==> config.mk <==
export PLATFORM = sky130hd
export DESIGN_NAME = bp_me_lite_to_stream_buffered
export DESIGN_NICKNAME = d
export VERILOG_FILES = /design/src/rtl/bp_me_lite_to_stream_buffered.sv
export SDC_FILE = /design/constraint.sdc
export NUM_CORES = 1
export LEC_CHECK = 0
export BUFFER_PORTS_ARGS = -buffer_cell sky130_fd_sc_hd__buf_2
export CORE_MARGIN = 1
export CORE_UTILIZATION = 55
export CTS_BUF_LIST = sky130_fd_sc_hd__clkbuf_16
export CTS_CLUSTER_SIZE = 12
export DETAILED_ROUTE_END_ITERATION = 16
export PLACE_DENSITY_LB_ADDON = 0.08
export SYNTH_ARGS = -nofsm -noshare
export SYNTH_HDL_FRONTEND = slang
export SYNTH_SLANG_ARGS = --single-unit
==> constraint.sdc <==
create_clock -name clk_i -period 86.5 [get_ports clk_i]
set_input_delay 4.325 -clock clk_i [delete_from_list [all_inputs] [get_ports clk_i]]
set_output_delay 4.325 -clock clk_i [all_outputs]
set_load 0.1 [all_outputs]
==> src/rtl/bp_me_lite_to_stream_buffered.sv <==
// bp_me_lite_to_stream_buffered
//
// Converts BP Lite memory messages into BP Stream beats. A Lite message is
// one header plus full-width data. A Stream message is the same header,
// with the address rewritten for each beat, plus one narrow data slice per
// beat. Up to buffer_els_p whole messages are queued, so the Lite master is
// not stalled while an earlier message drains.
//
// Optional feature (compile-time macro BP_ME_LITE_TO_STREAM_WRAP_EN):
//   defined   - beats are emitted critical-word-first and wrap inside the
//               aligned block of count*out_bytes bytes
//   undefined - beats are emitted in linear order from the message address
//
// Processor-config widths are exposed as plain parameters
// (paddr_width_p, payload_width_p).
//
// Header layout, LSB first:
//   msg_type[3:0] | addr[paddr_width_p-1:0] | size[2:0] | payload
// Lite message layout: {data[in_data_width_p-1:0], header}
//
// Ports:
//   clk_i         in   clock
//   reset_i       in   synchronous, active-high reset
//   mem_i         in   Lite message (header + data)
//   mem_v_i       in   Lite message valid
//   mem_ready_o   out  buffer can accept a message (registered not-full)
//   mem_header_o  out  per-beat header carrying the beat address
//   mem_data_o    out  beat data
//   mem_v_o       out  beat valid
//   mem_yumi_i    in   beat consumed (only while mem_v_o)
//   mem_last_o    out  current beat is the last beat of its message
//   mem_lock_o    out  message in progress, downstream must not interleave
//
// stream_words_lp (in/out width ratio) must be a power of two when wrapping
// is enabled, because the wrap arithmetic works by masking.
module bp_me_lite_to_stream_buffered
    #(parameter int paddr_width_p    = 40
    , parameter int payload_width_p  = 16
    , parameter int in_data_width_p  = 512
    , parameter int out_data_width_p = 64
    , parameter int master_p         = 0
    , parameter int buffer_els_p     = 2
    , localparam int out_mem_msg_header_width_lp = payload_width_p + 3 + paddr_width_p + 4
    , localparam int in_mem_msg_width_lp         = in_data_width_p + out_mem_msg_header_width_lp
    )
    (input  logic                                   clk_i
    , input  logic                                   reset_i
    , input  logic [in_mem_msg_width_lp-1:0]         mem_i
    , input  logic                                   mem_v_i
    , output logic                                   mem_ready_o
    , output logic [out_mem_msg_header_width_lp-1:0] mem_header_o
    , output logic [out_data_width_p-1:0]            mem_data_o
    , output logic                                   mem_v_o
    , input  logic                                   mem_yumi_i
    , output logic                                   mem_last_o
    , output logic                                   mem_lock_o
    );

    localparam int header_width_lp = out_mem_msg_header_width_lp;
    localparam int stream_words_lp = in_data_width_p / out_data_width_p;
    localparam int out_bytes_lp    = out_data_width_p / 8;
    localparam int byte_sel_lp     = $clog2(out_bytes_lp);
    localparam int beat_w_lp       = (stream_words_lp > 1) ? $clog2(stream_words_lp) : 1;
    localparam int ptr_w_lp        = (buffer_els_p > 1) ? $clog2(buffer_els_p) : 1;
    localparam int occ_w_lp        = $clog2(buffer_els_p + 1);
    localparam int addr_lsb_lp     = 4;
    localparam int size_lsb_lp     = 4 + paddr_width_p;

    localparam logic [3:0] e_mem_msg_wr    = 4'd1;
    localparam logic [3:0] e_mem_msg_uc_wr = 4'd3;

    // Incoming message split and beat-count computation
    logic [header_width_lp-1:0] in_header;
    logic [in_data_width_p-1:0] in_data;
    logic [3:0]                 in_type;
    logic [2:0]                 in_size;
    logic                       in_is_wr;
    logic [31:0]                in_words;
    logic [beat_w_lp-1:0]       in_last_idx;

    assign in_header = mem_i[header_width_lp-1:0];
    assign in_data   = mem_i[header_width_lp +: in_data_width_p];
    assign in_type   = in_header[3:0];
    assign in_size   = in_header[size_lsb_lp +: 3];
    assign in_is_wr  = (in_type == e_mem_msg_wr) || (in_type == e_mem_msg_uc_wr);

    // The stored value is count-1 so a full stream_words_lp count fits in
    // the beat counter width.
    always_comb begin
        in_words = 32'd1;
        if ((master_p != 0) == in_is_wr) begin
            if (int'(in_size) > byte_sel_lp) begin
                in_words = 32'd1 << (int'(in_size) - byte_sel_lp);
            end
            if (in_words > stream_words_lp) begin
                in_words = stream_words_lp;
            end
        end
        in_last_idx = beat_w_lp'(in_words - 32'd1);
    end

    // Message buffer
    logic [header_width_lp-1:0] hdr_mem  [buffer_els_p];
    logic [in_data_width_p-1:0] data_mem [buffer_els_p];
    logic [beat_w_lp-1:0]       last_mem [buffer_els_p];

    logic [ptr_w_lp-1:0]  wptr;
    logic [ptr_w_lp-1:0]  rptr;
    logic [occ_w_lp-1:0]  occ;
    logic [occ_w_lp-1:0]  occ_next;
    logic                 ready_r;
    logic [beat_w_lp-1:0] k;

    logic enq;
    logic deq;
    logic head_last;

    function automatic logic [ptr_w_lp-1:0] ptr_inc(input logic [ptr_w_lp-1:0] p);
        if (p == ptr_w_lp'(buffer_els_p - 1)) begin
            return '0;
        end
        return p + 1'b1;
    endfunction

    assign enq       = mem_v_i & ready_r;
    assign mem_v_o   = (occ != '0);
    assign head_last = mem_v_o & (k == last_mem[rptr]);
    assign deq       = mem_yumi_i & head_last;

    always_comb begin
        occ_next = occ;
        if (enq & ~deq) begin
            occ_next = occ + 1'b1;
        end else if (deq & ~enq) begin
            occ_next = occ - 1'b1;
        end
    end

    // Ready is registered from the post-update occupancy, so a dequeue from
    // a full buffer only re-opens the input on the following cycle.
    always_ff @(posedge clk_i) begin
        if (reset_i) begin
            wptr    <= '0;
            rptr    <= '0;
            occ     <= '0;
            ready_r <= 1'b0;
            k       <= '0;
        end else begin
            occ     <= occ_next;
            ready_r <= (occ_next != occ_w_lp'(buffer_els_p));
            if (enq) begin
                wptr <= ptr_inc(wptr);
            end
            if (deq) begin
                rptr <= ptr_inc(rptr);
                k    <= '0;
            end else if (mem_yumi_i & mem_v_o) begin
                k <= k + 1'b1;
            end
        end
    end

    always_ff @(posedge clk_i) begin
        if (enq) begin
            hdr_mem[wptr]  <= in_header;
            data_mem[wptr] <= in_data;
            last_mem[wptr] <= in_last_idx;
        end
    end

    // Head entry and beat selection
    logic [header_width_lp-1:0] head_hdr;
    logic [in_data_width_p-1:0] head_data;
    logic [beat_w_lp-1:0]       head_last_idx;
    logic [paddr_width_p-1:0]   head_addr;
    logic [beat_w_lp-1:0]       beat_idx;
    logic [paddr_width_p-1:0]   beat_addr;

    assign head_hdr      = hdr_mem[rptr];
    assign head_data     = data_mem[rptr];
    assign head_last_idx = last_mem[rptr];
    assign head_addr     = head_hdr[addr_lsb_lp +: paddr_width_p];

`ifdef BP_ME_LITE_TO_STREAM_WRAP_EN
    logic [beat_w_lp-1:0]     start_idx;
    logic [paddr_width_p-1:0] low_mask;
    logic [paddr_width_p-1:0] span_mask;

    // count is a power of two, so count-1 masks both the start index and
    // the modulo of the running index.
    assign start_idx = head_addr[byte_sel_lp +: beat_w_lp] & head_last_idx;
    assign beat_idx  = (start_idx + k) & head_last_idx;
    assign low_mask  = paddr_width_p'(out_bytes_lp - 1);
    assign span_mask = (paddr_width_p'(head_last_idx) << byte_sel_lp) | low_mask;
    // Sub-beat byte offset survives on the critical (first) beat only.
    assign beat_addr = (head_addr & ~span_mask)
                     | (paddr_width_p'(beat_idx) << byte_sel_lp)
                     | ((k == '0) ? (head_addr & low_mask) : '0);
`else
    assign beat_idx  = k;
    assign beat_addr = head_addr + (paddr_width_p'(k) << byte_sel_lp);
`endif

    generate
        if (stream_words_lp == 1) begin : g_one_word
            assign mem_data_o = head_data;
        end else begin : g_multi_word
            logic [out_data_width_p-1:0] words [stream_words_lp];
            for (genvar i = 0; i < stream_words_lp; i++) begin : g_split
                assign words[i] = head_data[i*out_data_width_p +: out_data_width_p];
            end
            assign mem_data_o = words[beat_idx];
        end
    endgenerate

    always_comb begin
        mem_header_o = head_hdr;
        mem_header_o[addr_lsb_lp +: paddr_width_p] = beat_addr;
    end

    assign mem_last_o  = head_last;
    assign mem_lock_o  = mem_v_o;
    assign mem_ready_o = ready_r;

endmodule

Yosys cells after proc, flatten, opt, wreduce, memory -nomap -nowiden
Memories as Yosys holds them, arrays and structs flattened. A register that Yosys moved wholly into a read port is not among the register bits.
Index checks and enable logic that the tools add are counted.

word-level totals
  register bits = 8
  bits in latches = 0
  bits in writable memories = 1156
  bits in read-only memories = 0
  input bits = 579
  output and inout port bits = 131
  logic and storage cells = 63
  memories kept = 3

cells by class
  add/subtract/negate cells = 8
  multiply operators = 0
  div/mod/pow operators = 0
  magnitude comparators = 3
  equal/unequal tests = 4
  shifts and indexed selects = 1
  muxes and demuxes = 27
  bitwise operators = 9
  reductions and logical operators = 3

memory list
  name      depth  width  rd ports  clocked after Yosys merged registers in  write ports  line  text
  data_mem  2      512    1         1                                        1            104   logic [in_data_width_p-1:0] data_mem [buffer_els_p];
  hdr_mem   2      63     1         1                                        1            103   logic [header_width_lp-1:0] hdr_mem [buffer_els_p];
  last_mem  2      3      1         1                                        1            105   logic [beat_w_lp-1:0] last_mem [buffer_els_p];

operators by type and width
  kind                     number
  $bmux W64 S3             1
  $mux W64                 2
  $mux W32                 2
  $add A40 B6 Y40          1
  $gt A32 B4 Y1 const B    1
  $shl A1 B32 Y32 const A  1
  $mux W1                  18
  $and A1 B1 Y1            6
  $mux W3                  2
  $eq A4 B1 Y1 const B     1
  $eq A4 B2 Y1 const B     1
  $ge A4 B4 Y1 const B     1
  $mux W2                  2
  $not A3 Y4               1
  $sub A3 B2 Y4 const B    1
  $add A3 B1 Y3 const B    1
  $eq A3 B3 Y1             1
  $gt A3 B2 Y1 const B     1
  $sub A3 B1 Y3 const B    1
  $add A1 B1 Y1 const B    2
  $add A2 B1 Y2 const B    1
  $ne A2 B2 Y1 const B     1
  $not A1 Y1               2
  $reduce_bool A2 Y1       1
  other kinds (3)          3

Longest topological paths before layout
  depth in word-level cells = 8
  depth in mapped cells = 17

Worst setup path after synthesis
OpenSTA, ideal clock, no wires.

  kind = input to register
  start = in mem_v_i
  end = mem data_mem[0][0], enable pin
  setup time = 1603 ps
  arrival = 29683 ps
  data required time = 84897 ps
  slack = 55214 ps
  cell stages on the path = 2
  path buffers = 0
  cells stage by stage = and2_1 nor2b_1

on the way
  cells in the longest elaborated chain, start to end = 3

RTL lines
  element                        line  text
  from (decl)                    49    , input logic mem_v_i
  $and A1 B1 Y1                  125   assign enq = mem_v_i & ready_r;
  $mux W1                        164   if (enq) begin
  $mux W1 (not written as such)  166   data_mem[wptr] <= in_data;
  to (decl)                      104

No other way between the ends.

==> flow_summary.ini <==
[timing]
tightest_slew_ps = 1230
rsz0062_at_grt = no
fin_crit_ps = 9080
slew_headroom_pct = 17.9
min_period_over_period_pct = 10.5
setup_viol = 0
setup-tns-final_ps = 0
fmax_mhz = 110
finalHoldViolations = 0
finClkSkew_ps = 26.1
drv_slew = 0

[yosys]
ys_types = 57
synth_area_leader_cell = edfxtp_1
synth.most_common_cell = edfxtp_1
synth_common_cells = 1,156 x edfxtp_1, 320 x mux4_2, 38 x clkbuf_1
ys_ff_latch = 1165
syn_area_um2 = 44700
ys_async_sr_fraction_pct = 0
synth-seq-area-share_pct = 78.0
synth_top_area_share_pct = 77.6
yosysWarnings = 0
synthFlopType = edfxtp_1
synth_area_leaders = edfxtp_1 78%, mux4_2 16%, mux2_2 0.78%
synth_edf_count = 1156
syn_nets = 2450
avgSynthCellArea_um2 = 24.0
synthCells = 1861

[hold_path]
hold_path_class = register to register

[clock_network]
clock_path_buffers = 3
holdBufCountCts = 0
clkSlewWorstSetupHoldPaths_ps = 60
cts_root_buffer = clkbuf_16
postCtsResizedCells = 0
cts_buffers = 116
post-cts-setup-buffers = 0
clock-sinks = 1165
htree_levels = 3
cts_tree = built
clkLatencyLatePin_ps = 680

[power]
clock_power_share_pct = 32.9
power_frac_comb_pct = 17.7
netSwitchingFraction_pct = 27.7
p_switching_mw = 0.382
p_per_area_nw_per_um2 = 26.1
p_leak_nw = 17.8
seqPwrFrac_pct = 49.4
intPower_mw = 1.00
vdd_ir_drop_max_v = 0.0000248

[routing]
viasPerCell = 5.82
drc_errors = 0
ant_nets = 0
wl_per_cell_um = 26.6
drtPass1Iterations = 5
drt_wl_total_mm = 101
first_iter_violations = 1627
via_count = 22200

[run_status]
outcome = complete, no violations

[die]
dieArea_um2 = 82400
coreArea_um2 = 80400
rows = 104
die_x_um = 287
ios = 710
die_y_um = 287
initial_core_util_pct = 55.6

[critical_path]
cp-end-kind = output port
start_kind = register
crit_required_ps = 82170
path_class = register to output port
path_max_fanout = 81
worstPathArrival_ps = 4760

[job]
timing.max_cap.violations = 0

[finish]
final_core_util_pct = 65.9
area_growth_pct = 18.5
drive_above_1_share_pct = 45.7
final_net_count = 3211

[placed_design]
finalWeightedCongestion = 0.854
dp_hpwl_mm = 68.2
io_buffers = 709

[global_routing]
grt_max_degree = 173
grt_pass1_vias = 23500
grt_util_all_layers_pct = 24.6
grt_antenna_before_repair = 90
grt-ovfl-total = 0
grt_pass1_wl_mm = 147
-- power by group through the flow --
stage	clock, mW	sequential (mW)	combinational, mW
final	0.455	0.683	0.244
after global routing	0.484	0.686	0.255
after CTS	0.464	0.683	0.247
after detailed placement	0	0.695	0.246
after global placement	0	0.692	0.243
after floorplan	0	0.730	0.190
-- cell type report --
type	instances	area, um^2
sequential	1165	34900
fill	5391	27400
multi-input combinational	598	9390
timing repair buffer	730	3770
clock buffer	117	2930
tap	1060	1330
clock inverter	78	495
antenna	49	123
inverter	11	46.3
-- kinds of logic after synthesis --
| logic type | Yosys count | synth area share [%] |
|---|---|---|
| simple gates | 110 | 1.39 |
| fa+ha+maj | 10 | 0.297 |
| compound gates | 56 | 0.915 |
| xor+xnor | 45 | 0.882 |
| mux | 377 | 17.5 |
| buf+inv | 98 | 0.988 |
| flops | 1165 | 78.0 |
-- flip-flops by register name, indices dropped and copies added, names as in the netlist, named ones only --
register     flops
rptr             1
wptr             1
occ              2
mem_ready_o      1
last_mem         6
data_mem      1024
hdr_mem        126
beat_idx         3
-- per-stage QoR --
| stage | instances | hold slack [ps] | power [mW] | setup WS (ps) | area [um^2] |
|---|---|---|---|---|---|
| after floorplan | 1861 | 404 | 0.920 | 55210 | 44700 |
| after global placement | 3564 | 417 | 0.935 | 78000 | 49400 |
| after detailed placement | 3564 | 422 | 0.941 | 77970 | 49400 |
| after CTS | 3759 | 433 | 1.39 | 77240 | 52900 |
| after global routing | 3782 | 459 | 1.43 | 77040 | 52900 |
| final | 3808 | 434 | 1.38 | 77420 | 53000 |
-- critical path, stage by stage (launching register included) --
cell and delay [ps]:
dfxtp_4 890, buf_4 850, and3_1 320, o221ai_1 270, a211oi_4 540, nand2_2 140
or3_1 400, a32oi_1 180, buf_2 460
-- path summary, 6_finish.rpt --
check	from	to	slack [ps]	cells after the start
setup / recovery	register	mem_header_o[29]	77420	8
hold / removal	occ[0]$_SDFF_PP0_	mem_ready_o$_SDFF_PP0_	430	1
setup reg to reg	mem_ready_o$_SDFF_PP0_	data_mem[0][178]$_DFFE_PP_	82470	5
hold reg to reg	occ[0]$_SDFF_PP0_	mem_ready_o$_SDFF_PP0_	430	1
-- routing by layer --
metal	part of all wire [%]	global-route usage (%)	up-vias
li1	-	-	9578
met1	35	28.6	11500
met2	53	42.5	802
met3	8.4	8.40	248
met4	3.2	8.80	72
met5	0.44	0	-
-- cells in the final DEF, fill, tap and decap left out, drive strengths merged, types with 4 or more instances in the layout --
cell type / synthesis / final
a32o: 5 / 5
ha: 9 / 9
mux2: 31 / 31
clkbuf: 38 / 117
nand2: 25 / 25
nand4: 6 / 6
nor2b: 10 / 10
diode: 0 / 49
mux4: 320 / 320
inv: 11 / 52
mux2i: 26 / 26
o21ai: 9 / 9
or3: 4 / 4
dfxtp: 9 / 9
a21oi: 22 / 22
xor2: 25 / 25
nand4b: 4 / 4
edfxtp: 1156 / 1156
bufinv: 0 / 4
and3: 6 / 6
nor2: 13 / 13
nand3: 23 / 23
buf: 49 / 730
nor3: 7 / 7
clkinv: 0 / 32
xnor2: 20 / 20
Power figures use the tool's default switching activity.
